$ cat src/rtl/alu_executor.sv
// -----------------------------------------------------------------------------
// alu_executor
// Executes one fetched 6502-style "cc=01" ALU instruction per request:
// ORA/AND/EOR/ADC/STA/LDA/CMP/SBC with immediate or memory operand.
// Optional decimal (BCD) arithmetic is compiled in with `define DECIMAL_MODE_EN.
//
// Ports
//   phi1              clock, all state changes on its rising edge
//   reset_n           synchronous active-low reset
//   instruction_ready fetcher flag; a rising edge in IDLE captures a request
//   opcode/addr/imm   fetched opcode, effective address, immediate operand
//   d_flag            decimal flag from the status owner (mirrored in status)
//   mem_rdata         read data, valid the cycle after mem_rd
//   mem_addr/mem_wdata/mem_rd/mem_wr  single-cycle memory request
//   acc               accumulator
//   status            {N,V,1,0,D,0,Z,C}
//   instruction_done  one-cycle completion pulse
//   busy              FSM not idle
//   illegal           flagged together with instruction_done for bad opcodes
// -----------------------------------------------------------------------------
module alu_executor #(
   parameter int unsigned REG_WIDTH  = 8,
   parameter int unsigned ADDR_WIDTH = 16
) (
   input  logic                  phi1,
   input  logic                  reset_n,
   input  logic                  instruction_ready,
   input  logic [7:0]            opcode,
   input  logic [ADDR_WIDTH-1:0] addr,
   input  logic [REG_WIDTH-1:0]  imm,
   input  logic                  d_flag,
   input  logic [REG_WIDTH-1:0]  mem_rdata,
   output logic [ADDR_WIDTH-1:0] mem_addr,
   output logic [REG_WIDTH-1:0]  mem_wdata,
   output logic                  mem_rd,
   output logic                  mem_wr,
   output logic [REG_WIDTH-1:0]  acc,
   output logic [7:0]            status,
   output logic                  instruction_done,
   output logic                  busy,
   output logic                  illegal
);

   localparam int unsigned MSB = REG_WIDTH - 1;

   typedef enum logic [2:0] {
      IDLE  = 3'd0,
      READ  = 3'd1,
      WRITE = 3'd2,
      EXEC  = 3'd3,
      DONE  = 3'd4
   } state_t;

   // Operand/result extended by one bit to carry C out of the MSB
   typedef logic [REG_WIDTH:0] ext_t;

   localparam logic [2:0] OP_ORA = 3'b000;
   localparam logic [2:0] OP_AND = 3'b001;
   localparam logic [2:0] OP_EOR = 3'b010;
   localparam logic [2:0] OP_ADC = 3'b011;
   localparam logic [2:0] OP_STA = 3'b100;
   localparam logic [2:0] OP_LDA = 3'b101;
   localparam logic [2:0] OP_CMP = 3'b110;
   localparam logic [2:0] OP_SBC = 3'b111;

   state_t                 state_q, state_d;
   logic                   rdy_q;
   logic [2:0]             aaa_q, aaa_d;
   logic [REG_WIDTH-1:0]   imm_q, imm_d;
   logic                   is_imm_q, is_imm_d;
   logic                   ill_q, ill_d;
   logic [REG_WIDTH-1:0]   acc_q, acc_d;
   logic                   n_q, n_d, v_q, v_d, z_q, z_d, c_q, c_d;
   logic [ADDR_WIDTH-1:0]  mem_addr_q, mem_addr_d;
   logic [REG_WIDTH-1:0]   mem_wdata_q, mem_wdata_d;
   logic                   mem_rd_q, mem_rd_d, mem_wr_q, mem_wr_d;
   logic                   done_q, done_d, illegal_q, illegal_d;

   logic                   capture_c;
   logic [REG_WIDTH-1:0]   opnd_c, madd_c, ovf_vec_c;
   ext_t                   sum_c, diff_c;
   logic                   is_sbc_c;

`ifdef DECIMAL_MODE_EN
   localparam int unsigned NIBBLES = REG_WIDTH / 4;

   // Nibble-serial BCD add with carry in/out
   function automatic ext_t bcd_add(input logic [REG_WIDTH-1:0] a,
                                    input logic [REG_WIDTH-1:0] b,
                                    input logic                 cin);
      logic [REG_WIDTH-1:0] r;
      logic                 c;
      logic [4:0]           s;
      r = '0;
      c = cin;
      for (int i = 0; i < int'(NIBBLES); i++) begin
         s = 5'(a[i*4 +: 4]) + 5'(b[i*4 +: 4]) + 5'(c);
         if (s > 5'd9) begin
            s = s + 5'd6;
            c = 1'b1;
         end else begin
            c = 1'b0;
         end
         r[i*4 +: 4] = s[3:0];
      end
      return {c, r};
   endfunction

   // Nibble-serial BCD subtract; cin=1 means no incoming borrow
   function automatic ext_t bcd_sub(input logic [REG_WIDTH-1:0] a,
                                    input logic [REG_WIDTH-1:0] b,
                                    input logic                 cin);
      logic [REG_WIDTH-1:0] r;
      logic                 bw;
      logic [4:0]           d;
      r  = '0;
      bw = ~cin;
      for (int i = 0; i < int'(NIBBLES); i++) begin
         d = 5'(a[i*4 +: 4]) - 5'(b[i*4 +: 4]) - 5'(bw);
         if (d[4]) begin
            d  = d - 5'd6;
            bw = 1'b1;
         end else begin
            bw = 1'b0;
         end
         r[i*4 +: 4] = d[3:0];
      end
      return {~bw, r};
   endfunction

   ext_t bcd_c;
`endif

   // State and output registers
   always_ff @(posedge phi1) begin
      if (!reset_n) begin
         state_q     <= IDLE;
         rdy_q       <= 1'b0;
         aaa_q       <= 3'b000;
         imm_q       <= '0;
         is_imm_q    <= 1'b0;
         ill_q       <= 1'b0;
         acc_q       <= '0;
         n_q         <= 1'b0;
         v_q         <= 1'b0;
         z_q         <= 1'b0;
         c_q         <= 1'b0;
         mem_addr_q  <= '0;
         mem_wdata_q <= '0;
         mem_rd_q    <= 1'b0;
         mem_wr_q    <= 1'b0;
         done_q      <= 1'b0;
         illegal_q   <= 1'b0;
      end else begin
         state_q     <= state_d;
         rdy_q       <= instruction_ready;
         aaa_q       <= aaa_d;
         imm_q       <= imm_d;
         is_imm_q    <= is_imm_d;
         ill_q       <= ill_d;
         acc_q       <= acc_d;
         n_q         <= n_d;
         v_q         <= v_d;
         z_q         <= z_d;
         c_q         <= c_d;
         mem_addr_q  <= mem_addr_d;
         mem_wdata_q <= mem_wdata_d;
         mem_rd_q    <= mem_rd_d;
         mem_wr_q    <= mem_wr_d;
         done_q      <= done_d;
         illegal_q   <= illegal_d;
      end
   end

   // Arithmetic datapath; SBC reuses the adder with the operand inverted
   always_comb begin
      opnd_c    = is_imm_q ? imm_q : mem_rdata;
      is_sbc_c  = (aaa_q == OP_SBC);
      madd_c    = is_sbc_c ? ~opnd_c : opnd_c;
      sum_c     = ext_t'(acc_q) + ext_t'(madd_c) + ext_t'(c_q);
      diff_c    = ext_t'(acc_q) - ext_t'(opnd_c);
      ovf_vec_c = ~(acc_q ^ madd_c) & (acc_q ^ sum_c[MSB:0]);
`ifdef DECIMAL_MODE_EN
      bcd_c     = is_sbc_c ? bcd_sub(acc_q, opnd_c, c_q) : bcd_add(acc_q, opnd_c, c_q);
`endif
   end

   // Only a low-to-high transition of ready starts an instruction
   assign capture_c = instruction_ready && !rdy_q;

   // Next-state and registered-output logic
   always_comb begin
      state_d     = state_q;
      aaa_d       = aaa_q;
      imm_d       = imm_q;
      is_imm_d    = is_imm_q;
      ill_d       = ill_q;
      acc_d       = acc_q;
      n_d         = n_q;
      v_d         = v_q;
      z_d         = z_q;
      c_d         = c_q;
      mem_addr_d  = '0;
      mem_wdata_d = '0;
      mem_rd_d    = 1'b0;
      mem_wr_d    = 1'b0;
      done_d      = 1'b0;
      illegal_d   = 1'b0;

      case (state_q)
         IDLE: begin
            if (capture_c) begin
               aaa_d    = opcode[7:5];
               imm_d    = imm;
               is_imm_d = (opcode[4:2] == 3'b010);
               ill_d    = 1'b0;
               if ((opcode[1:0] != 2'b01) || (opcode == 8'h89)) begin
                  ill_d   = 1'b1;
                  state_d = DONE;
               end else if (opcode[7:5] == OP_STA) begin
                  // Strobes are registered, so they are launched on entry
                  state_d     = WRITE;
                  mem_wr_d    = 1'b1;
                  mem_addr_d  = addr;
                  mem_wdata_d = acc_q;
               end else if (opcode[4:2] == 3'b010) begin
                  state_d = EXEC;
               end else begin
                  state_d    = READ;
                  mem_rd_d   = 1'b1;
                  mem_addr_d = addr;
               end
            end
         end
         READ:  state_d = EXEC;
         WRITE: state_d = DONE;
         EXEC: begin
            state_d = DONE;
            case (aaa_q)
               OP_ORA, OP_AND, OP_EOR, OP_LDA: begin
                  case (aaa_q)
                     OP_ORA:  acc_d = acc_q | opnd_c;
                     OP_AND:  acc_d = acc_q & opnd_c;
                     OP_EOR:  acc_d = acc_q ^ opnd_c;
                     default: acc_d = opnd_c;
                  endcase
                  n_d = acc_d[MSB];
                  z_d = (acc_d == '0);
               end
               OP_ADC, OP_SBC: begin
                  acc_d = sum_c[MSB:0];
                  c_d   = sum_c[REG_WIDTH];
                  v_d   = ovf_vec_c[MSB];
                  n_d   = sum_c[MSB];
                  z_d   = (sum_c[MSB:0] == '0);
`ifdef DECIMAL_MODE_EN
                  // Decimal mode adjusts acc and C; N,V,Z stay binary
                  if (d_flag) begin
                     acc_d = bcd_c[MSB:0];
                     c_d   = bcd_c[REG_WIDTH];
                  end
`endif
               end
               OP_CMP: begin
                  c_d = ~diff_c[REG_WIDTH];
                  n_d = diff_c[MSB];
                  z_d = (diff_c[MSB:0] == '0);
               end
               default: ;
            endcase
         end
         DONE: begin
            state_d   = IDLE;
            done_d    = 1'b1;
            illegal_d = ill_q;
         end
         default: state_d = IDLE;
      endcase
   end

   assign mem_addr         = mem_addr_q;
   assign mem_wdata        = mem_wdata_q;
   assign mem_rd           = mem_rd_q;
   assign mem_wr           = mem_wr_q;
   assign acc              = acc_q;
   assign status           = {n_q, v_q, 1'b1, 1'b0, d_flag, 1'b0, z_q, c_q};
   assign instruction_done = done_q;
   assign busy             = (state_q != IDLE);
   assign illegal          = illegal_q;

endmodule

$ cat config.mk
export PLATFORM = sky130hd
export DESIGN_NAME = alu_executor
export DESIGN_NICKNAME = d
export VERILOG_FILES = /design/src/rtl/alu_executor.sv
export SDC_FILE = /design/constraint.sdc
export NUM_CORES = 1
export LEC_CHECK = 0
export ABC_AREA = 1
export BUFFER_PORTS_ARGS = -buffer_cell sky130_fd_sc_hd__buf_2
export CAP_MARGIN = 40
export CORE_MARGIN = 8
export CORE_UTILIZATION = 54
export CTS_CLUSTER_DIAMETER = 60
export CTS_CLUSTER_SIZE = 25
export DETAILED_ROUTE_END_ITERATION = 6
export HOLD_SLACK_MARGIN = 0.03
export PLACE_DENSITY = 0.8
export REMOVE_ABC_BUFFERS = 1
export SLEW_MARGIN = 20
export SYNTH_ARGS = -nofsm -noshare
export SYNTH_HDL_FRONTEND = slang
export SYNTH_SLANG_ARGS = --single-unit
export TNS_END_PERCENT = 10
$ cat constraint.sdc
create_clock -name phi1 -period 5.3 [get_ports phi1]
set_input_delay 0.53 -clock phi1 [delete_from_list [all_inputs] [get_ports phi1]]
set_output_delay 0.53 -clock phi1 [all_outputs]
set_load 0.01 [all_outputs]
# After elaboration in Yosys (flattened, before gate mapping)
# Cells that the tools add are included.
# classes
n_mux,20
n_addsub,3
reduce_logical,24
bitwise_logic,13
n_eq_ne,15
# op_table
op,n
$mux W16,2
$mux W8,4
$logic_not A8 Y1,3
$pmux W8 S3,1
$xor A8 B8 Y8,3
$and A8 B8 Y8,2
$not A8 Y8,2
$pmux W8 S2,1
$eq A3 B2 Y1 const B,5
$eq A3 B3 Y1 const B,5
$reduce_and A2 Y1,6
$reduce_or A5 Y1,2
$add A8 B8 Y9,1
$add A9 B1 Y9,1
$pmux W3 S3,1
$sub A8 B8 Y9,1
$eq A8 B8 Y1 const B,1
$or A8 B8 Y8,1
$reduce_or A4 Y1,2
$eq A3 B1 Y1 const B,2
$logic_not A3 Y1,2
$mux W3,2
$pmux W1 S3,2
$reduce_bool A3 Y1,2
11 further kinds,21
# totals
ff_bits,57
output_inout_bits,45
word_cells,92
in_bits,44

# Logic depth before layout (Yosys ltp)
# Gate-level depths: netlist of the first run.
# depth
word_depth,7
mapped_depth,19
mapped_depth_nobuf,18

# Worst setup path before layout of the first run
# No wires, ideal clock.
# synth_timing
path_kind,reg2reg
start,register aaa_q[1]
end,register z_q
required_time_ns,5.183
path_stages_with_launch,18
n_path_buf,2
arrival_time_ns,2.383
slack_ns,2.800
setup_ns,0.117
synth_period_minus_slack_ns,2.500
path_cell_list,dfxtp_1 buf_2 nand2_1 buf_2 nor2_2 inv_1 xor2_1 ha_1 a21oi_1 nor2_1 nor2_1 nand2_1 nand2_1 nand2_1 nand3_1 nand2_1 nor2_1 nor2_1
# synth_via
elab_chain_cells,6
elab_cells_between_ends,20
classes_between,add/sub (2); eq/ne (6); mux (5); reduce/logical (7)
# synth_lines
item,line_no,source
start: declaration,68,"logic [2:0] aaa_q, aaa_d;"
start signal: assignment,139,aaa_q <= 3'b000;
start signal: assignment,157,aaa_q <= aaa_d;
"$eq A3 B3 Y1, or another cell as far along","178, 239",
$mux W8 or $pmux W8 S3 (tied branches),"179, 241",
$add A8 B8 Y9 or $mux W8 (tied branches),"180, 239",
$add A9 B1 Y9 or $mux W8 (tied branches),"180, 210",
"$logic_not A8 Y1, on equally long branches","255, 248",
$pmux W1 S3,239,case (aaa_q)
end signal: assignment,164,z_q <= z_d;
end: declaration,73,"logic n_q, n_d, v_q, v_d, z_q, z_d, c_q, c_d;"
# Several ways; a longest one is shown, not always the timed one. The select of a mux whose other input is x is not followed.
# A chain may end at the register's enable or synchronous reset.

# Worst setup path after layout of the first run
# Same ends and word-level chain as after synthesis.

==> results of run 1 <==
[layer usage]
layer / vias up / GRT usage / wire length [µm]
met5: - / 0 / 0
met4: 0 / 0.09546 / 249
met3: 20 / 0.08240 / 963
met2: 146 / 0.3559 / 4822
met1: 1635 / 0.2292 / 4221
li1: 1828 / - / -
[worst register-to-register path, stage by stage, from the launching register on]
cell                      delay (ns)
sky130_fd_sc_hd__dfxtp_1        0.53
sky130_fd_sc_hd__nand2_1        0.33
sky130_fd_sc_hd__nor2_2         0.35
sky130_fd_sc_hd__inv_1          0.19
sky130_fd_sc_hd__xor2_1         0.21
sky130_fd_sc_hd__ha_1           0.36
sky130_fd_sc_hd__a21oi_1        0.24
sky130_fd_sc_hd__nor2_1         0.07
sky130_fd_sc_hd__nor2_1         0.16
sky130_fd_sc_hd__nand2_1        0.10
sky130_fd_sc_hd__nand2_1        0.09
sky130_fd_sc_hd__nand2_1        0.05
sky130_fd_sc_hd__nand3_1        0.07
sky130_fd_sc_hd__nand2_1        0.05
sky130_fd_sc_hd__nor2_1         0.10
sky130_fd_sc_hd__nor2_1         0.04
[layout make-up]
| class | count | area (µm²) | area share |
|---|---|---|---|
| multi-input cells | 382 | 2278 | 0.5115 |
| clock inverters | 5 | 103.9 | 0.02331 |
| flip-flops and latches | 57 | 1141 | 0.2562 |
| repair buffers | 84 | 422.9 | 0.09494 |
| inverters | 66 | 250.2 | 0.05618 |
| well taps | 96 | 120.1 | 0.02697 |
| clock buffers | 10 | 137.6 | 0.03090 |
[flip-flops by register name, summed over array words and instances, names as in the netlist, 3 cells and up]
name and flops:
aaa_q 3, mem_addr 16, mem_wdata 8, state_q 3, imm_q 8, acc 8
[cells in the final DEF (no fill, tap or decap), types with 3 or more instances in the layout]
master / netlist / routed
sky130_fd_sc_hd__bufinv_16: 0 / 3
sky130_fd_sc_hd__nor3_1: 3 / 3
sky130_fd_sc_hd__nand3_1: 40 / 40
sky130_fd_sc_hd__inv_2: 4 / 4
sky130_fd_sc_hd__clkbuf_8: 0 / 10
sky130_fd_sc_hd__inv_1: 60 / 60
sky130_fd_sc_hd__conb_1: 2 / 3
sky130_fd_sc_hd__or2_1: 3 / 3
sky130_fd_sc_hd__dfxtp_1: 57 / 57
sky130_fd_sc_hd__buf_2: 3 / 83
sky130_fd_sc_hd__nand3b_1: 8 / 8
sky130_fd_sc_hd__xor2_1: 7 / 7
sky130_fd_sc_hd__fa_1: 3 / 3
sky130_fd_sc_hd__a21oi_1: 20 / 20
sky130_fd_sc_hd__o21ai_2: 4 / 4
sky130_fd_sc_hd__nor2_4: 3 / 3
sky130_fd_sc_hd__nor2_1: 85 / 85
sky130_fd_sc_hd__nand2_1: 91 / 91
sky130_fd_sc_hd__a31oi_1: 4 / 4
sky130_fd_sc_hd__nand4_1: 3 / 3
sky130_fd_sc_hd__xnor2_1: 3 / 3
sky130_fd_sc_hd__o211ai_1: 3 / 3
sky130_fd_sc_hd__nor3b_1: 4 / 4
sky130_fd_sc_hd__ha_1: 40 / 40
sky130_fd_sc_hd__o21ai_0: 28 / 28
sky130_fd_sc_hd__nor3b_2: 9 / 9
[kinds of logic after synthesis]
| group | Yosys count | synth area share |
|---|---|---|
| buffers and inverters | 84 | 0.09602 |
| adders and majority gates | 43 | 0.1483 |
| xor gates and xnor gates | 10 | 0.02318 |
| and+or+nand+nor | 257 | 0.3232 |
| other | 2 | 0.001987 |
| AOI/OAI and AO/OA | 69 | 0.1053 |
| DFF | 57 | 0.3020 |
[through the flow]
step	total power, mW	util	area [µm²]	hold WS, ns
floorplan	0.6426	-	3670	0.4216
global placement	0.7093	0.6201	4213	0.4422
detailed placement	0.7148	0.6201	4213	0.4506
CTS	1.219	0.6556	4454	0.3889
global route	1.276	0.6556	4454	0.4111
finish	1.214	0.6556	4454	0.3922
[worst max-delay path by stage]
stage / startpoint / cells after the start / slack (ns) / end
after floorplan: aaa_q[1] / 14 / 2.76 / acc[6]
after global placement: aaa_q[1] / 15 / 2.46 / z_q
after detailed placement: aaa_q[1] / 15 / 2.33 / z_q
after CTS: aaa_q[1] / 15 / 2.32 / z_q
after global routing: aaa_q[1] / 15 / 1.90 / z_q
final: aaa_q[1] / 15 / 2.28 / z_q
[report_power, final]
part           total [mW]  internal (mW)  switching, mW
Sequential          0.455          0.443         0.0121
Combinational       0.255         0.0911          0.163
Clock               0.504          0.322          0.181
==> impl_table.tex, run 1 <==
\begin{tabular}{lr}
\hline
Metric & Value \\
\hline
\multicolumn{2}{l}{\textbf{STA}} \\
Setup slack after layout & 2.280 ns \\
Final count of hold timing violations & 0 \\
TNS Setup & 0 ns \\
Highest clock frequency the design can meet & 331.1 MHz \\
Setup repair after global routing missed its margin & no \\
Max-slew headroom at the worst pin & 0.4929 \\
Final setup violation count & 0 \\
Final cycle utilization of the critical path & 0.5699 \\
Layout Skew & 0.004821 ns \\
Max-slew violation total from the final report & 0 \\
Actual slew at the worst max-slew pin & 0.7578 ns \\
Final critical delay including setup and external delays & 3.020 ns \\
\multicolumn{2}{l}{\textbf{Outcome}} \\
Status & finished clean \\
\multicolumn{2}{l}{\textbf{Worst setup path}} \\
Launching element type of the critical path & flop \\
Maximum single-stage delay on the critical path & 0.53 ns \\
Cells along the critical path & nand2\_1 -> nor2\_2 -> inv\_1 -> xor2\_1 -> ha\_1 -> a21oi\_1 -> nor2\_1 -> nor2\_1 -> nand2\_1 -> nand2\_1 -> nand2\_1 -> nand3\_1 -> nand2\_1 -> nor2\_1 -> nor2\_1 \\
Reg2Reg Launch Point & aaa\_q[1] \\
Maximum fanout count along the critical path & 11 \\
Data required time of the worst path & 5.53 ns \\
R2r endpoint & z\_q \\
Critical-path top delay cell & sky130\_fd\_sc\_hd\_\_dfxtp\_1 \\
Reg-to-reg slack, setup & 2.28 ns \\
Crit Path Category & reg2reg \\
CP delay by family, top & simple AND/OR/NAND/NOR gates \\
Number of cells traversed by the worst register-to-register path & 15 \\
CP Buf/Inv Count & 1 \\
Crit path DAT & 3.25 ns \\
Kind of end point of the critical path & flop \\
Critical path's most frequent cell & sky130\_fd\_sc\_hd\_\_nand2\_1 \\
\multicolumn{2}{l}{\textbf{Yosys}} \\
Most used standard cells in the synthesized netlist & sky130\_fd\_sc\_hd\_\_nand2\_1, sky130\_fd\_sc\_hd\_\_nor2\_1, sky130\_fd\_sc\_hd\_\_inv\_1 \\
Post-synthesis sequential area ratio & 0.3020 \\
Number of distinct library cells after synthesis & 43 \\
Number of standard cells after synthesis & 522 \\
Synthesized area divided by synthesized cell count & 7.239 µm² \\
Yosys warning total & 0 \\
Most used flip-flop cell after synthesis & sky130\_fd\_sc\_hd\_\_dfxtp\_1 \\
Number of enable-type register cells in the synthesized netlist & 0 \\
Share of flip-flops with an asynchronous set or reset after synthesis & 0 \\
Dominant cells by area after synthesis & sky130\_fd\_sc\_hd\_\_dfxtp\_1, sky130\_fd\_sc\_hd\_\_ha\_1, sky130\_fd\_sc\_hd\_\_nand2\_1 \\
Dominant cell by count in the synthesized netlist & sky130\_fd\_sc\_hd\_\_nand2\_1 \\
Post-synthesis cell type with the largest combined area & sky130\_fd\_sc\_hd\_\_dfxtp\_1 \\
Synth Register Bits & 57 \\
Post-Synthesis Cell Area & 3779 µm² \\
Portion of synthesized cell area occupied by the leading cell type & 0.3020 \\
\multicolumn{2}{l}{\textbf{Layout}} \\
Final antenna diode count & 0 \\
Area added between synthesis and finish & 17.88\% \\
Share of post-route cells with drive strength above 1 & 0.2103 \\
Nets & 687 \\
Final instance count without filler cells & 700 \\
Count of filler cells inserted in the layout & 604 \\
\multicolumn{2}{l}{\textbf{Power and ir drop}} \\
Standby leakage power & 2.309 nW \\
Worst IR Drop VDD & 0.0001973 V \\
Power per unit of standard cell area & 272.5 nW/µm² \\
\multicolumn{2}{l}{\textbf{Global routing}} \\
Wire length of the first global-routing pass & 16830 µm \\
Number of global-route vias before repair & 3688 \\
GRT Residual Overflow & 0 \\
Overall Global Routing Usage & 0.2114 \\
Largest net degree at the start of global routing & 24 \\
Antenna violations before repair & 0 \\
\multicolumn{2}{l}{\textbf{Clock tree}} \\
Maximum level of the CTS H-tree & 3 \\
Number of resized instances in the post-cts repair step & 0 \\
Longest Clk Path Bufs & 2 \\
Cell at the root of the clock tree & sky130\_fd\_sc\_hd\_\_clkbuf\_8 \\
Total setup buffers inserted after CTS & 0 \\
Clock Sink Count & 57 \\
Num CTS Buffers & 9 \\
CTS clock-pin slew for the worst setup and hold paths & 0.06 ns \\
Hold-fix buffers at CTS & 0 \\
TritonCTS clock tree & built \\
Clock latency of the later-clocked register in the worst-skew pair & 0.34 ns \\
\multicolumn{2}{l}{\textbf{Floorplan}} \\
Vertical extent of the die & 99.65 µm \\
Floorplan die width & 99.65 µm \\
Die area & 9930 µm² \\
Top-level port count & 89 \\
Starting density of the core & 0.5562 \\
Number of rows created at floorplan & 30 \\
Core footprint & 6794 µm² \\
\multicolumn{2}{l}{\textbf{Routing}} \\
First-pass iteration count of the detailed router & 5 \\
Number of remaining DRC errors & 0 \\
Drt via density & 5.184 \\
Starting DRC count in detailed routing & 190 \\
Final WL & 10260 µm \\
Detail Route Antenna Nets & 0 \\
Average wire per cell in the routed design & 14.65 µm \\
Via count of the routed design & 3629 \\
\multicolumn{2}{l}{\textbf{Placement}} \\
DP Worst Slack & 2.332 ns \\
IO buf count & 83 \\
GPL Wtd Cong & 0.9107 \\
HPWL after detailed placement & 7882 µm \\
Total instance count after detailed placement & 685 \\
\multicolumn{2}{l}{\textbf{Hold path}} \\
Tightest Hold Check Type & in2reg \\
Hold path startpoint & instruction\_ready \\
Worst Hold Depth & 3 \\
Terminating pin of the worst hold path & rdy\_q \\
\multicolumn{2}{l}{\textbf{Run}} \\
MaxCap Viol Count & 0 \\
\hline
\end{tabular}
Note: power is estimated with default switching activity, not from simulation.
==> inputs of run 2 (changes only) <==
==> constraint.sdc (replaced) <==
create_clock -name phi1 -period 2.81 [get_ports phi1]
set_input_delay 0.281 -clock phi1 [delete_from_list [all_inputs] [get_ports phi1]]
set_output_delay 0.281 -clock phi1 [all_outputs]
set_load 0.01 [all_outputs]
==> run 2 against run 1 <==
Global-route usage rose by 0.33 points; utilization rose by 0.42 points; cell area rose by 0.65%; cell count rose by 1.7%; via count fell by 0.69%; die area did not move; critical endpoint unchanged; sequential cell count did not move; maximum frequency rose by 21%; clock-buffer cell count rose by 1.
==> impl_table.tex, run 2 (same netlist as run 1, synthesis figures left out) <==
\begin{tabular}{lr}
\hline
Metric & Value \\
\hline
\multicolumn{2}{l}{\textbf{Hold path}} \\
Worst Hold Depth & 3 (unchanged) \\
Hold path startpoint & instruction\_ready \\
Terminating pin of the worst hold path & rdy\_q \\
Tightest Hold Check Type & in2reg \\
\multicolumn{2}{l}{\textbf{Layout}} \\
Share of post-route cells with drive strength above 1 & 0.2224 (+0.01214) \\
Register cell area after layout & 1141 µm² (unchanged) \\
Post-layout utilization of the core & 0.6599 (+0.004236) \\
Multi-input gate area & 2278 µm² (unchanged) \\
Final antenna diode count & 0 (unchanged) \\
Largest register FFs & 16 (unchanged) \\
Area added between synthesis and finish & 18.64\% \\
Commonest non-fill, non-tap cell in the layout & sky130\_fd\_sc\_hd\_\_nand2\_1 \\
Count of filler cells inserted in the layout & 602 (-0.33\%) \\
Nets & 698 (+1.6\%) \\
Top library cells by usage in the layout, fill and taps aside & sky130\_fd\_sc\_hd\_\_nand2\_1, sky130\_fd\_sc\_hd\_\_nor2\_1, sky130\_fd\_sc\_hd\_\_buf\_2 \\
\multicolumn{2}{l}{\textbf{Worst setup path}} \\
Crit Path Category & reg2reg \\
Reg2Reg Launch Point & is\_imm\_q \\
CP Buf/Inv Count & 2 (+1) \\
Data required time of the worst path & 3.10 ns (-2.43 ns) \\
Crit path DAT & 2.79 ns (-0.46 ns) \\
CP delay by family, top & simple AND/OR/NAND/NOR gates \\
Maximum fanout count along the critical path & 7 (-4) \\
Number of cells traversed by the worst register-to-register path & 16 (+1) \\
Maximum single-stage delay on the critical path & 0.41 ns (-0.12 ns) \\
Critical-path top delay cell & sky130\_fd\_sc\_hd\_\_fa\_1 \\
Kind of end point of the critical path & flop \\
Launching element type of the critical path & flop \\
Cells along the critical path & buf\_4 -> nand2\_1 -> nand2\_1 -> xnor2\_1 -> fa\_1 -> inv\_1 -> fa\_1 -> xnor2\_1 -> nand2\_1 -> nor2\_1 -> nand3\_1 -> nor2\_1 -> nand3\_1 -> nand2\_1 -> nor2\_1 -> nor2\_1 \\
Reg-to-reg slack, setup & 0.31 ns (-1.97 ns) \\
R2r endpoint & z\_q \\
\multicolumn{2}{l}{\textbf{Routing}} \\
First-pass iteration count of the detailed router & 5 (unchanged) \\
Drt via density & 5.062 (-2.4\%) \\
Via count of the routed design & 3604 (-0.69\%) \\
Detail Route Antenna Nets & 0 (unchanged) \\
Average wire per cell in the routed design & 14.41 µm (-1.6\%) \\
Number of remaining DRC errors & 0 (unchanged) \\
Starting DRC count in detailed routing & 177 (-6.8\%) \\
Final WL & 10260 µm (about the same) \\
\multicolumn{2}{l}{\textbf{STA}} \\
Actual slew at the worst max-slew pin & 0.6645 ns (-0.09334 ns) \\
TNS Setup & 0 ns (unchanged) \\
Final cycle utilization of the critical path & 0.8895 (+0.3196) \\
Setup repair after global routing missed its margin & no \\
Layout Skew & 0.01075 ns (+0.005930 ns) \\
Final count of hold timing violations & 0 (unchanged) \\
Final setup violation count & 0 (unchanged) \\
Highest clock frequency the design can meet & 400.1 MHz (+21\%) \\
Max-slew headroom at the worst pin & 0.5554 (+0.06246) \\
Max-slew violation total from the final report & 0 (unchanged) \\
Final critical delay including setup and external delays & 2.499 ns (-0.5209 ns) \\
\multicolumn{2}{l}{\textbf{Floorplan}} \\
Die area & 9930 µm² (unchanged) \\
Floorplan die width & 99.65 µm (unchanged) \\
Core footprint & 6794 µm² (unchanged) \\
Number of rows created at floorplan & 30 (unchanged) \\
Vertical extent of the die & 99.65 µm (unchanged) \\
Starting density of the core & 0.5562 (unchanged) \\
Top-level port count & 89 (unchanged) \\
\multicolumn{2}{l}{\textbf{Global routing}} \\
Antenna violations before repair & 0 (unchanged) \\
Overall Global Routing Usage & 0.2147 (+0.003342) \\
Layer with the highest usage & met2 \\
GRT Residual Overflow & 0 (unchanged) \\
Wire length of the first global-routing pass & 17240 µm (+2.4\%) \\
Largest net degree at the start of global routing & 24 (unchanged) \\
Met3 track utilization from global routing & 0.07542 (-0.006983) \\
Number of global-route vias before repair & 3755 (+1.8\%) \\
GRT met2 Usage & 0.3673 (+0.01136) \\
Met1 global-route usage & 0.2378 (+0.008622) \\
\multicolumn{2}{l}{\textbf{Clock tree}} \\
Clock Sink Count & 57 (unchanged) \\
Longest Clk Path Bufs & 2 (unchanged) \\
Maximum level of the CTS H-tree & 3 (unchanged) \\
Cell at the root of the clock tree & sky130\_fd\_sc\_hd\_\_clkbuf\_8 \\
TritonCTS clock tree & built \\
Hold-fix buffers at CTS & 0 (unchanged) \\
Total setup buffers inserted after CTS & 0 (unchanged) \\
Clock latency of the later-clocked register in the worst-skew pair & 0.34 ns (about the same) \\
Num CTS Buffers & 9 (unchanged) \\
CTS clock-pin slew for the worst setup and hold paths & 0.07 ns (about the same) \\
Number of resized instances in the post-cts repair step & 0 (unchanged) \\
\multicolumn{2}{l}{\textbf{Placement}} \\
GPL Wtd Cong & 0.9655 (+6.0\%) \\
IO buf count & 83 (unchanged) \\
HPWL after detailed placement & 8201 µm (+4.0\%) \\
\multicolumn{2}{l}{\textbf{Power and ir drop}} \\
Standby leakage power & 2.336 nW (+1.2\%) \\
Power per unit of standard cell area & 469.5 nW/µm² (+72\%) \\
Worst IR Drop VDD & 0.0003644 V (+85\%) \\
\multicolumn{2}{l}{\textbf{Run}} \\
MaxCap Viol Count & 0 (unchanged) \\
\multicolumn{2}{l}{\textbf{Outcome}} \\
Status & finished clean \\
\hline
\end{tabular}
## run 2: report_power, final
part	switching [mW]	internal (mW)
logic	0.316	0.184
registers	0.0168	0.836
clock network	0.344	0.408
## run 2: area by class of cell
class	count	share of cell area
clock buffers	11	0.02931
flip-flops and latches	57	0.2545
well taps	96	0.02679
repair buffers	95	0.1128
clock inverters	5	0.01256
multi-input cells	382	0.5082
inverters	66	0.05582
## run 2: how the worst max path moves through the flow
stage          startpoint      to  slack [ns]  cells after the start
2_1_floorplan    aaa_q[1]  acc[6]        0.27                     14
3_3_place_gp     aaa_q[0]     z_q        0.39                     15
3_5_place_dp     is_imm_q     z_q        0.34                     16
4_1_cts          is_imm_q     n_q        0.33                     14
5_1_grt          is_imm_q     z_q        0.04                     14
6_report         is_imm_q     z_q        0.31                     16
## run 2: worst reg2reg max path, stage by stage, from the launching register on
cell and delay (ns):
sky130_fd_sc_hd__dfxtp_1 0.38, sky130_fd_sc_hd__buf_4 0.19, sky130_fd_sc_hd__nand2_1 0.06, sky130_fd_sc_hd__nand2_1 0.17, sky130_fd_sc_hd__xnor2_1 0.16, sky130_fd_sc_hd__fa_1 0.19, sky130_fd_sc_hd__inv_1 0.06, sky130_fd_sc_hd__fa_1 0.41
sky130_fd_sc_hd__xnor2_1 0.22, sky130_fd_sc_hd__nand2_1 0.07, sky130_fd_sc_hd__nor2_1 0.11, sky130_fd_sc_hd__nand3_1 0.09, sky130_fd_sc_hd__nor2_1 0.10, sky130_fd_sc_hd__nand3_1 0.07, sky130_fd_sc_hd__nand2_1 0.06, sky130_fd_sc_hd__nor2_1 0.04
sky130_fd_sc_hd__nor2_1 0.07
## run 2: metal layers
layer,vias to the layer above,share of wire
li1,1837,-
met1,1619,0.41
met2,126,0.48
met3,22,0.093
met4,0,0.020
met5,-,0
## run 2: stage by stage
step	power [mW]	setup WS, ns	area, µm²	hold WS, ns	instances
after floorplan	1.212	0.2701	3670	0.3745	505
after global placement	1.352	0.3888	4295	0.4520	696
after detailed placement	1.363	0.3443	4295	0.4544	696
after CTS	2.111	0.3261	4483	0.1311	712
after global routing	2.213	0.03631	4483	0.1428	712
final	2.105	0.3106	4483	0.1388	712
==> inputs of run 3 (changes only) <==
--- a/config.mk
+++ b/config.mk
@@ -10,6 +10,7 @@
 export CAP_MARGIN = 40
 export CORE_MARGIN = 8
 export CORE_UTILIZATION = 54
+export CTS_BUF_LIST = sky130_fd_sc_hd__clkbuf_16
 export CTS_CLUSTER_DIAMETER = 60
 export CTS_CLUSTER_SIZE = 25
 export DETAILED_ROUTE_END_ITERATION = 6
==> run 3 against run 2 <==
Critical path type unchanged; largest cell class unchanged; cell area is 2.3% higher; global-route usage barely moved; routed wire length rose by 0.58%; sequential cell count unchanged; first-iteration DRC count shrank 7.9%; highest routed layer unchanged; clock-buffer cell count is 2 lower; critical endpoint unchanged.
==> impl_table.tex, run 3 (same netlist as run 1, synthesis figures left out) <==
\begin{tabular}{lr}
\hline
Metric & Value \\
\hline
\multicolumn{2}{l}{\textbf{Layout}} \\
Commonest non-fill, non-tap cell in the layout & sky130\_fd\_sc\_hd\_\_nand2\_1 \\
Nets & 698 (unchanged) \\
Final antenna diode count & 0 (unchanged) \\
Largest register FFs & 16 (unchanged) \\
Share of post-route cells with drive strength above 1 & 0.2224 (unchanged) \\
Area added between synthesis and finish & 21.32\% \\
Layout Cell Area excl Fill & 4584 µm² (+2.3\%) \\
Top library cells by usage in the layout, fill and taps aside & sky130\_fd\_sc\_hd\_\_nand2\_1, sky130\_fd\_sc\_hd\_\_nor2\_1, sky130\_fd\_sc\_hd\_\_buf\_2 \\
Final instance count without filler cells & 712 (unchanged) \\
Count of filler cells inserted in the layout & 583 (-3.2\%) \\
\multicolumn{2}{l}{\textbf{STA}} \\
Final cycle utilization of the critical path & 0.8931 (+0.003630) \\
Highest clock frequency the design can meet & 398.5 MHz (-0.41\%) \\
Layout Skew & 0.008148 ns (-0.002603 ns) \\
Final critical delay including setup and external delays & 2.510 ns (+0.01020 ns) \\
Max-slew violation total from the final report & 0 (unchanged) \\
TNS Setup & 0 ns (unchanged) \\
Final count of hold timing violations & 0 (unchanged) \\
Setup repair after global routing missed its margin & no \\
Worst hold margin & 0.1557 ns (+0.01699 ns) \\
Actual slew at the worst max-slew pin & 0.7100 ns (+0.04550 ns) \\
Final setup violation count & 0 (unchanged) \\
Max-slew headroom at the worst pin & 0.5249 (-0.03045) \\
\multicolumn{2}{l}{\textbf{Floorplan}} \\
Number of rows created at floorplan & 30 (unchanged) \\
Starting density of the core & 0.5562 (unchanged) \\
Die area & 9930 µm² (unchanged) \\
Vertical extent of the die & 99.65 µm (unchanged) \\
Floorplan die width & 99.65 µm (unchanged) \\
Top-level port count & 89 (unchanged) \\
Core footprint & 6794 µm² (unchanged) \\
\multicolumn{2}{l}{\textbf{Placement}} \\
GPL Wtd Cong & 0.9655 (unchanged) \\
Total instance count after detailed placement & 696 (unchanged) \\
Placed standard-cell area & 4295 µm² (unchanged) \\
IO buf count & 83 (unchanged) \\
HPWL after detailed placement & 8201 µm (unchanged) \\
\multicolumn{2}{l}{\textbf{Global routing}} \\
Antenna violations before repair & 0 (unchanged) \\
Number of global-route vias before repair & 3758 (+0.080\%) \\
GRT Residual Overflow & 0 (unchanged) \\
Largest net degree at the start of global routing & 24 (unchanged) \\
Wire length of the first global-routing pass & 17250 µm (about the same) \\
Overall Global Routing Usage & 0.2145 (-0.0002926) \\
\multicolumn{2}{l}{\textbf{Power and ir drop}} \\
Internal & 1.698 mW (+19\%) \\
Part of the total power dissipated in the clock network & 0.437 (+0.080) \\
Standby leakage power & 2.390 nW (+2.3\%) \\
Power per unit of standard cell area & 525.5 nW/µm² (+12\%) \\
Portion of total power attributed to sequential cells & 0.355 (-0.050) \\
Combinational share of power & 0.208 (-0.030) \\
Worst IR Drop VDD & 0.0004267 V (+17\%) \\
Fraction of power spent switching nets & 0.2953 (-0.02623) \\
Total net switching power & 711.5 µW (+5.1\%) \\
\multicolumn{2}{l}{\textbf{Worst setup path}} \\
CP delay by family, top & simple AND/OR/NAND/NOR gates \\
Maximum fanout count along the critical path & 7 (unchanged) \\
Data required time of the worst path & 3.07 ns (-0.03 ns) \\
Kind of end point of the critical path & flop \\
Reg-to-reg slack, setup & 0.30 ns (about the same) \\
Crit path DAT & 2.77 ns (-0.02 ns) \\
Crit path from & is\_imm\_q \\
CP Buf/Inv Count & 2 (unchanged) \\
Cells along the critical path & buf\_4 -> nand2\_1 -> nand2\_1 -> xnor2\_1 -> fa\_1 -> inv\_1 -> fa\_1 -> xnor2\_1 -> nand2\_1 -> nor2\_1 -> nand3\_1 -> nor2\_1 -> nand3\_1 -> nand2\_1 -> nor2\_1 -> nor2\_1 \\
Maximum single-stage delay on the critical path & 0.41 ns (about the same) \\
Crit Path Category & reg2reg \\
Launching element type of the critical path & flop \\
Number of cells traversed by the worst register-to-register path & 16 (unchanged) \\
R2r endpoint & z\_q \\
Reg2Reg Launch Point & is\_imm\_q \\
Critical-path top delay cell & sky130\_fd\_sc\_hd\_\_fa\_1 \\
\multicolumn{2}{l}{\textbf{Routing}} \\
Number of remaining DRC errors & 0 (unchanged) \\
Average wire per cell in the routed design & 14.49 µm (+0.58\%) \\
Via count of the routed design & 3644 (+1.1\%) \\
Drt via density & 5.118 (+1.1\%) \\
Starting DRC count in detailed routing & 163 (-7.9\%) \\
First-pass iteration count of the detailed router & 5 (unchanged) \\
Final WL & 10320 µm (+0.58\%) \\
Detail Route Antenna Nets & 0 (unchanged) \\
\multicolumn{2}{l}{\textbf{Clock tree}} \\
TritonCTS clock tree & built \\
Total setup buffers inserted after CTS & 0 (unchanged) \\
Maximum level of the CTS H-tree & 3 (unchanged) \\
Longest Clk Path Bufs & 2 (unchanged) \\
CTS clock-pin slew for the worst setup and hold paths & 0.05 ns (-0.02 ns) \\
Clock latency of the later-clocked register in the worst-skew pair & 0.33 ns (about the same) \\
Num CTS Buffers & 9 (unchanged) \\
Cell at the root of the clock tree & sky130\_fd\_sc\_hd\_\_clkbuf\_16 \\
Clock Sink Count & 57 (unchanged) \\
Number of resized instances in the post-cts repair step & 0 (unchanged) \\
Hold-fix buffers at CTS & 0 (unchanged) \\
\multicolumn{2}{l}{\textbf{Hold path}} \\
Tightest Hold Check Type & in2reg \\
Worst Hold Depth & 3 (unchanged) \\
Hold path startpoint & instruction\_ready \\
Terminating pin of the worst hold path & rdy\_q \\
\multicolumn{2}{l}{\textbf{Run}} \\
MaxCap Viol Count & 0 (unchanged) \\
\multicolumn{2}{l}{\textbf{Outcome}} \\
Status & finished clean \\
\hline
\end{tabular}
[run 3: cell count changes in the layout (fill, tap and decap cells not counted)]
cell,change
sky130_fd_sc_hd__clkbuf_8,-9
sky130_fd_sc_hd__clkbuf_1,-2
sky130_fd_sc_hd__inv_1,+2
sky130_fd_sc_hd__clkbuf_16,+9
[run 3: metal layers]
metal / routed length, µm / track usage / vias to the layer above
li1: - / - / 1840
met1: 4216 / 0.2329 / 1654
met2: 4967 / 0.3688 / 128
met3: 935 / 0.08101 / 22
met4: 199 / 0.08265 / 0
met5: 0 / 0 / -
[run 3: worst max-delay path by stage]
stage          slack (ns)      to  cells after the start
6_report             0.30     z_q                     16
5_1_grt              0.04     z_q                     15
3_5_place_dp         0.34     z_q                     16
3_3_place_gp         0.39     z_q                     15
4_1_cts              0.32     n_q                     14
2_1_floorplan        0.27  acc[6]                     14
[run 3: layout make-up]
| class | count | area, µm² | area share |
|---|---|---|---|
| Clock inverter | 7 | 63.81 | 0.01392 |
| Inverter | 66 | 250.2 | 0.05459 |
| Clock buffer | 9 | 225.2 | 0.04913 |
| Timing Repair Buffer | 95 | 505.5 | 0.1103 |
| Tap cell | 96 | 120.1 | 0.02620 |
| Sequential cell | 57 | 1141 | 0.2489 |
| Multi-Input combinational cell | 382 | 2278 | 0.4970 |
[run 3: power groups by stage]
stage / combinational [mW] / sequential [mW] / clock [mW]
2_1_floorplan: 0.338 / 0.875 / 0
3_3_place_gp: 0.482 / 0.870 / 0
3_5_place_dp: 0.493 / 0.870 / 0
4_1_cts: 0.497 / 0.854 / 1.06
5_1_grt: 0.560 / 0.858 / 1.10
6_report: 0.501 / 0.854 / 1.05
[run 3: stage by stage]
stage | total power, mW | utilization | setup WS, ns
after floorplan | 1.212 | - | 0.2701
after global placement | 1.352 | 0.6322 | 0.3888
after detailed placement | 1.363 | 0.6322 | 0.3443
after CTS | 2.413 | 0.6748 | 0.3227
after global routing | 2.520 | 0.6748 | 0.03922
final | 2.409 | 0.6748 | 0.3004
[run 3: tightest hold or removal path, stage by stage]
cell and delay (ns):
sky130_fd_sc_hd__buf_2 0.09, sky130_fd_sc_hd__nand2_1 0.04, sky130_fd_sc_hd__inv_1 0.04
